### src/rtl/uart_pkg.sv
// Shared UART definitions: receiver FSM encoding, frame width and baud tick divisor.
package uart_pkg;

   localparam int DATA_BITS = 8;

   typedef enum logic [2:0] {
      ST_IDLE,
      ST_START,
      ST_DATA,
      ST_PARITY,
      ST_STOP,
      ST_BRK
   } rx_state_t;

   function automatic int tick_div(input int clock_freq, input int baud_rate, input int oversample);
      return clock_freq / (baud_rate * oversample);
   endfunction

endpackage

### src/rtl/uart_baud_tick.sv
// Free-running oversample tick generator: o_tick is high for one clk each time the divider wraps.
module uart_baud_tick
   import uart_pkg::*;
#(
   parameter int CLOCK_FREQ = 50000000,
   parameter int BAUD_RATE  = 9600,
   parameter int OVERSAMPLE = 16
) (
   input  logic i_clk,
   input  logic i_rst,
   output logic o_tick
);

   localparam int DIV = tick_div(CLOCK_FREQ, BAUD_RATE, OVERSAMPLE);
   localparam int CW  = (DIV > 1) ? $clog2(DIV) : 1;

   logic [CW-1:0] r_cnt;
   logic          w_wrap;

   assign w_wrap = (r_cnt == CW'(DIV - 1));
   assign o_tick = w_wrap;

   always_ff @(posedge i_clk) begin
      if (!i_rst)
         r_cnt <= '0;
      else if (w_wrap)
         r_cnt <= '0;
      else
         r_cnt <= r_cnt + CW'(1);
   end

endmodule

### src/rtl/uart_rx.sv
// Oversampling UART receiver with valid/ready byte output; 8N1 by default,
// 8E1 with the even-parity check when UART_RX_PARITY_EN is defined.
module uart_rx
   import uart_pkg::*;
#(
   parameter int CLOCK_FREQ = 50000000,
   parameter int BAUD_RATE  = 9600,
   parameter int OVERSAMPLE = 16
) (
   input  logic                 clk,
   input  logic                 rst,
   input  logic                 rx,
   output logic [DATA_BITS-1:0] rx_data,
   output logic                 rx_valid,
   input  logic                 rx_ready,
   output logic                 rx_busy,
   output logic                 frame_err,
   output logic                 overrun,
   output logic                 parity_err
);

   localparam int SW = $clog2(OVERSAMPLE);
   localparam int IW = $clog2(DATA_BITS);
   localparam logic [SW-1:0] S_HALF   = SW'(OVERSAMPLE / 2 - 1);
   localparam logic [SW-1:0] S_LAST   = SW'(OVERSAMPLE - 1);
   localparam logic [IW-1:0] IDX_LAST = IW'(DATA_BITS - 1);

   logic                 r_sync1;
   logic                 r_sync2;
   logic                 w_rxs;
   logic                 w_tick;
   rx_state_t            r_state;
   rx_state_t            w_state_nxt;
   logic [SW-1:0]        r_scnt;
   logic [IW-1:0]        r_idx;
   logic [DATA_BITS-1:0] r_shift;
   logic [DATA_BITS-1:0] r_data;
   logic                 r_valid;
   logic                 r_frame_err;
   logic                 r_overrun;
   logic                 w_bit_end;
   logic                 w_sample;
   logic                 w_stop_eval;
   logic                 w_par_bad;
`ifdef UART_RX_PARITY_EN
   logic                 r_par;
   logic                 r_parity_err;
   logic                 w_par_sample;
`endif

   uart_baud_tick #(
      .CLOCK_FREQ(CLOCK_FREQ),
      .BAUD_RATE (BAUD_RATE),
      .OVERSAMPLE(OVERSAMPLE)
   ) u_tick (
      .i_clk (clk),
      .i_rst (rst),
      .o_tick(w_tick)
   );

   always_ff @(posedge clk) begin
      if (!rst) begin
         r_sync1 <= 1'b1;
         r_sync2 <= 1'b1;
      end else begin
         r_sync1 <= rx;
         r_sync2 <= r_sync1;
      end
   end

   assign w_rxs     = r_sync2;
   assign w_bit_end = w_tick && (r_scnt == S_LAST);

   always_ff @(posedge clk) begin
      if (!rst)
         r_state <= ST_IDLE;
      else
         r_state <= w_state_nxt;
   end

   always_comb begin
      w_state_nxt = r_state;
      w_sample    = 1'b0;
      w_stop_eval = 1'b0;
`ifdef UART_RX_PARITY_EN
      w_par_sample = 1'b0;
`endif
      case (r_state)
         ST_IDLE:  if (!w_rxs) w_state_nxt = ST_START;
         // Mid-start-bit recheck rejects short glitches
         ST_START: if (w_tick && r_scnt == S_HALF) w_state_nxt = w_rxs ? ST_IDLE : ST_DATA;
         ST_DATA: begin
            if (w_bit_end) begin
               w_sample = 1'b1;
               if (r_idx == IDX_LAST) begin
`ifdef UART_RX_PARITY_EN
                  w_state_nxt = ST_PARITY;
`else
                  w_state_nxt = ST_STOP;
`endif
               end
            end
         end
`ifdef UART_RX_PARITY_EN
         ST_PARITY: begin
            if (w_bit_end) begin
               w_par_sample = 1'b1;
               w_state_nxt  = ST_STOP;
            end
         end
`endif
         ST_STOP: begin
            if (w_bit_end) begin
               w_stop_eval = 1'b1;
               w_state_nxt = w_rxs ? ST_IDLE : ST_BRK;
            end
         end
         ST_BRK:  if (w_rxs) w_state_nxt = ST_IDLE;
         default: w_state_nxt = ST_IDLE;
      endcase
   end

   always_ff @(posedge clk) begin
      if (!rst) begin
         r_scnt <= '0;
         r_idx  <= '0;
      end else begin
         if (w_state_nxt != r_state || w_sample)
            r_scnt <= '0;
         else if (w_tick)
            r_scnt <= r_scnt + SW'(1);
         if (r_state == ST_START)
            r_idx <= '0;
         else if (w_sample)
            r_idx <= r_idx + IW'(1);
      end
   end

   always_ff @(posedge clk) begin
      if (w_sample)
         r_shift[r_idx] <= w_rxs;
   end

`ifdef UART_RX_PARITY_EN
   always_ff @(posedge clk) begin
      if (w_par_sample)
         r_par <= w_rxs;
   end

   assign w_par_bad = (r_par != ^r_shift);
`else
   assign w_par_bad = 1'b0;
`endif

   // Holding register: a completed frame only lands when the slot is free or being emptied this clk
   always_ff @(posedge clk) begin
      if (!rst) begin
         r_data      <= '0;
         r_valid     <= 1'b0;
         r_frame_err <= 1'b0;
         r_overrun   <= 1'b0;
`ifdef UART_RX_PARITY_EN
         r_parity_err <= 1'b0;
`endif
      end else begin
         r_frame_err <= 1'b0;
         r_overrun   <= 1'b0;
`ifdef UART_RX_PARITY_EN
         r_parity_err <= 1'b0;
`endif
         if (r_valid && rx_ready)
            r_valid <= 1'b0;
         if (w_stop_eval) begin
            if (!w_rxs) begin
               r_frame_err <= 1'b1;
            end else if (w_par_bad) begin
`ifdef UART_RX_PARITY_EN
               r_parity_err <= 1'b1;
`endif
            end else if (!r_valid || rx_ready) begin
               r_data  <= r_shift;
               r_valid <= 1'b1;
            end else begin
               r_overrun <= 1'b1;
            end
         end
      end
   end

   assign rx_data   = r_data;
   assign rx_valid  = r_valid;
   assign rx_busy   = (r_state != ST_IDLE);
   assign frame_err = r_frame_err;
   assign overrun   = r_overrun;
`ifdef UART_RX_PARITY_EN
   assign parity_err = r_parity_err;
`else
   assign parity_err = 1'b0;
`endif

endmodule
### config.mk
export PLATFORM = sky130hd
export DESIGN_NAME = uart_rx
export DESIGN_NICKNAME = d
export VERILOG_FILES = /design/src/rtl/uart_pkg.sv /design/src/rtl/uart_baud_tick.sv /design/src/rtl/uart_rx.sv
export SDC_FILE = /design/constraint.sdc
export NUM_CORES = 1
export LEC_CHECK = 0
export ABC_CLOCK_PERIOD_IN_PS = 1900
export CAP_MARGIN = 10
export CORE_ASPECT_RATIO = 0.8
export CORE_MARGIN = 4
export CORE_UTILIZATION = 45
export CTS_BUF_LIST = sky130_fd_sc_hd__clkbuf_8 sky130_fd_sc_hd__clkbuf_16
export DETAILED_ROUTE_END_ITERATION = 8
export HOLD_SLACK_MARGIN = 0.03
export PLACE_DENSITY = 0.63
export SLEW_MARGIN = 10
export SYNTH_ARGS = -nofsm -noshare
export SYNTH_HDL_FRONTEND = slang
export SYNTH_SLANG_ARGS = --single-unit
### constraint.sdc
create_clock -name clk -period 1.9 [get_ports clk]
set_input_delay 0.19 -clock clk [delete_from_list [all_inputs] [get_ports clk]]
set_output_delay 0.19 -clock clk [all_outputs]
set_load 0.02 [all_outputs]
# Word level (Yosys, flattened, before mapping)
# Index checks and enable logic that the tools add are counted.
# Widths: inputs -> output; s select.
[classes]
add_sub_neg = 3
order_cmp = 2
eq_ne = 9
mux = 21
n_bitwise = 1
reduce_logical = 15
[op_table]
columns = ["operator", "n"]
rows = [
  ["$mux 3", 7],
  ["$pmux 3 s5", 1],
  ["$mux 1", 10],
  ["$add 9x1->9 const B", 1],
  ["$eq 3x3->1 const B", 3],
  ["$eq 9x9->1 const B", 1],
  ["$bwmux 8", 1],
  ["$reduce_and 3->1", 2],
  ["$reduce_or 2->1", 3],
  ["$add 4x1->4 const B", 1],
  ["$eq 4x3->1 const B", 1],
  ["$eq 4x4->1 const B", 1],
  ["$logic_and 1x1->1", 4],
  ["$lt 3x4->1 const B", 1],
  ["$add 3x1->3 const B", 1],
  ["$demux 1 s3", 1],
  ["$eq 3x1->1 const B", 1],
  ["$eq 3x2->1 const B", 1],
  ["$ge 3x1->1 const B", 1],
  ["$logic_not 3->1", 1],
  ["$ne 3x3->1", 1],
  ["$reduce_bool 3->1", 1],
  ["$logic_or 1x1->1", 2],
  ["$mux 2", 1],
  ["3 further kinds", 3],
]
[word_totals]
register_bits = 40
word_cells = 62

# Logic depth before layout (Yosys ltp)
[logic_depth]
depth_word = 7
ltp_mapped = 7

# Modules after synthesis
# From an unflattened synthesis, not the netlist that was laid out.
[unflattened]
hier_cells = 185
hier_area_um2 = 1808.0
[modules_own_cells]
columns = ["mod", "instances", "cells_each", "area_each_um2", "seq_area_each_um2"]
rows = [
  ["uart_rx", 1, 140, 1395.1, 700.7],
  ["uart_baud_tick", 1, 45, 412.9, 180.2],
]

# Worst setup path before layout
# OpenSTA, ideal clock, no wires.
[synth_path]
path_kind = "register to register"
startpoint = "register u_tick.r_cnt[0]"
endpoint = "register r_shift[0], enable pin"
arrival_time_ns = 1.420
slack_ns = 0.168
path_stages_with_launch = 7
path_buffers = 0
synth_period_minus_slack_ns = 1.732
path_cell_list = "dfxtp_1 > inv_1 > ha_1 > nand4bb_4 > nor3_1 > nand4b_1 > nor3_1"
[synth_between]
elab_chain_len = 4
[synth_rtl]
columns = ["item", "line", "source"]
rows = [
  ["start: declaration", "uart_baud_tick.sv:17", "logic [CW-1:0] r_cnt;"],
  ["start signal: assignment", "uart_baud_tick.sv:29", "r_cnt <= r_cnt + CW'(1);"],
  ["$eq 9x9->1", "uart_baud_tick.sv:20", "assign w_wrap = (r_cnt == CW'(DIV - 1));"],
  ["$logic_and 1x1->1", "uart_rx.sv:72", "assign w_bit_end = w_tick && (r_scnt == S_LAST);"],
  ["$mux 1", "uart_rx.sv:93", "if (w_bit_end) begin"],
  ["$mux 1", "uart_rx.sv:88", "case (r_state)"],
  ["end signal: indexed assignment", "uart_rx.sv:141", "r_shift[r_idx] <= w_rxs;"],
  ["end: declaration", "uart_rx.sv:36", "logic [DATA_BITS-1:0] r_shift;"],
]
# Every way passes these cells.
# A chain may end at the register's enable or synchronous reset.

# Final worst setup path
[layout_path]
startpoint = "register r_scnt[0]"
endpoint = "register r_data[3] (netlist: rx_data[3])"
[layout_between]
elab_chain_len = 5
[layout_rtl]
columns = ["item", "line", "source"]
rows = [
  ["start: declaration", "uart_rx.sv:34", "logic [SW-1:0] r_scnt;"],
  ["start signal: assignment", "uart_rx.sv:131", "r_scnt <= r_scnt + SW'(1);"],
  ["$eq 4x4->1", "uart_rx.sv:72", ""],
  ["$logic_and 1x1->1", "uart_rx.sv:72", ""],
  ["$mux 1", "uart_rx.sv:113", "if (w_bit_end) begin"],
  ["$mux 1", "uart_rx.sv:88", ""],
  ["$reduce_and 3->1 (no line)", "-", ""],
  ["end signal: assignment", "uart_rx.sv:181", "r_data <= r_shift;"],
  ["end: declaration", "uart_rx.sv:37", "logic [DATA_BITS-1:0] r_data;"],
]
# Every way passes these cells.

==> flow_summary.json <==
{
  "fp.dieW_um": 79.9,
  "multi_input_area_um2": 945,
  "max_freq_mhz": 560,
  "cts_max_level": 2,
  "grt_pass1_vias": 1394,
  "hold_viol_final": 0,
  "grt_pass1_wl_um": 6210,
  "synth_edf_count": 8,
  "synthCells": 190,
  "cap_violations": 0,
  "status": "completed",
  "vdd_ir_drop_max_mv": 0.369,
  "seqCellArea_um2": 883,
  "rsz0062_at_grt": "no",
  "cts_tree": "done",
  "finClkSkew_ns": 0.00714,
  "drt_iter0_drc": 81,
  "antennaDiodeCount": 0,
  "setup_tns_ns": 0,
  "yosys-top-cells-area": "dfxtp_1 (34%), edfxtp_1 (13%), nor2_1 (4.4%)",
  "yosysMostFrequentCell": "dfxtp_1",
  "cts_made_buffers": 5,
  "syn_area_per_cell_um2": 9.80,
  "total_power_w": 0.00162,
  "fin_nets": 224,
  "setup_violations": 0,
  "synth_top_area_share": 0.344,
  "start_util": 0.477,
  "antenna_left": 0,
  "finalMaxSlewViolations": 0,
  "grt.overflow.total": 0,
  "insertion_delay_ns": 0.29,
  "ys_warn_count": 0,
  "hp-class": "reg -> reg",
  "synth.distinct_cells": 48,
  "use_met1": 0.194,
  "cts.clk_slew.worst_paths_ns": 0.08,
  "area.growth.synth_to_final_pct": 20.7,
  "core_um2": 3900,
  "drcViolationCount": 0,
  "postCtsHoldBufs": 0,
  "syn-num-nets": 199,
  "dpl.hpwl_um": 2780,
  "async_flop_share": 0,
  "yosys-top-cells-count": "dfxtp_1 (32), nor2_1 (22), nand3_1 (14)",
  "rows": 20,
  "cp.required_ns": 2.07,
  "worst-slew-pin-transition_ns": 0.546,
  "drive_above_1_share": 0.148,
  "ys_ff_latch": 40,
  "syn-cell-area_um2": 1860,
  "use_met2": 0.253,
  "first_pass_iters": 4,
  "cts.sinks": 40,
  "max_slew_margin": 0.635,
  "die_area_um2": 5240,
  "top_usage_layer": "met2",
  "final_core_util": 0.576,
  "ios": 17,
  "wl_um": 3680,
  "endpoint_kind": "flop",
  "min_period_ns": 1.78,
  "power.leakage_nw": 0.842,
  "grt_max_degree": 15,
  "reg2reg_slack_ns": 0.12,
  "viasPerCell": 5.38,
  "synth_top_area_cell": "dfxtp_1",
  "met3_usage": 0.0370,
  "ys.flop_type": "dfxtp_1",
  "place.gp.congestion": 0.841,
  "antenna_found_initial": 0,
  "whs_ns": 0.416,
  "crit_arrival_ns": 1.95,
  "post-route-period-util": 0.939,
  "port_buffers": 15,
  "synth_seq_area_share": 0.473,
  "p_per_area_nw_per_um2": 721,
  "clockBufferDepth": 2,
  "startpoint_type": "flop",
  "fillers": 385,
  "critical_path_class": "reg -> reg",
  "grtUsageTotal": 0.154,
  "crit_fanout": 9,
  "vias": 1457,
  "fp.dieH_um": 65.5,
  "post_drt_wl_per_cell_um": 13.6,
  "root_buffer": "clkbuf_8"
}
[metal layers]
layer | routed length (um) | vias to the layer above
met3 | 173 | 6
met4 | 71 | 0
met5 | 0 | -
met2 | 1670 | 34
li1 | - | 734
met1 | 1760 | 683
[worst max-delay path, stage by stage (launching register included)]
cell	delay (ns)
dfxtp_1	0.38
ha_1	0.22
nand3_1	0.21
or4_4	0.61
o21ai_1	0.16
a21oi_1	0.07
[cell type report]
| type | instances | share of cell area |
|---|---|---|
| flip-flops and latches | 40 | 0.393 |
| multi-input cells | 139 | 0.420 |
| clock buffers | 5 | 0.0306 |
| well taps | 55 | 0.0306 |
| repair buffers | 25 | 0.101 |
| inverters | 4 | 0.00668 |
| clock inverters | 3 | 0.0173 |
[final timing paths]
path,start,to,cells past startpoint
worst min register to register,r_sync1,r_sync2,1
worst min-delay path,r_sync1,r_sync2,1
worst max-delay path,r_scnt[0],rx_data[3],5
worst max register to register,r_scnt[0],rx_data[3],5
[cell families (layout without fill, tap and decap cells)]
group | count (synthesis) | after routing | share of synthesized area
compound gates | 29 | 29 | 0.0948
xor+xnor | 11 | 11 | 0.0517
fa+ha+maj | 5 | 5 | 0.0336
buf+inv | 11 | 37 | 0.0296
flops | 40 | 40 | 0.473
mux | 4 | 4 | 0.0215
other cells | 1 | 1 | 0.00201
simple gates | 89 | 89 | 0.294
[flip-flops by register name, summed over array words and instances (netlist names)]
name	count
frame_err	1
overrun	1
r_idx	3
r_scnt	4
r_shift	8
r_state	3
r_sync1	1
r_sync2	1
rx_data	8
rx_valid	1
u_tick.r_cnt	9
[cells in the final DEF (no fill, tap or decap), drive strengths merged, types with 4 or more instances in the layout]
cell,n
nor3,10
nand2,11
nand4,4
a21oi,10
clkbuf,5
o21ai,10
ha,5
edfxtp,8
buf,10
nand2b,7
xnor2,6
xor2,5
nor2,22
mux2i,4
clkdlybuf4s50,14
nand3,14
inv,5
dfxtp,32
[metrics by stage]
stage | instance area [um2] | worst slack [ns] | instances
finish | 2250 | 0.115 | 271
global route | 2250 | 0.00311 | 271
CTS | 2220 | 0.0459 | 270
detailed placement | 2110 | 0.0732 | 262
global placement | 2110 | 0.135 | 262
floorplan | 1860 | 0.168 | 190
[where the power goes]
part,switching (W),total (W),internal [W],leakage (nW)
combinational,0.0000368,0.0000677,0.0000309,0.453
clock,0.000285,0.000669,0.000384,0.0593
sequential,0.0000126,0.000884,0.000872,0.330
[what timing repair did]
action,CTS,global route
setup buffers,0,1
gates resized for setup,0,6
endpoints found under the setup margin,0,20
Note: power is estimated with default switching activity, not from simulation.
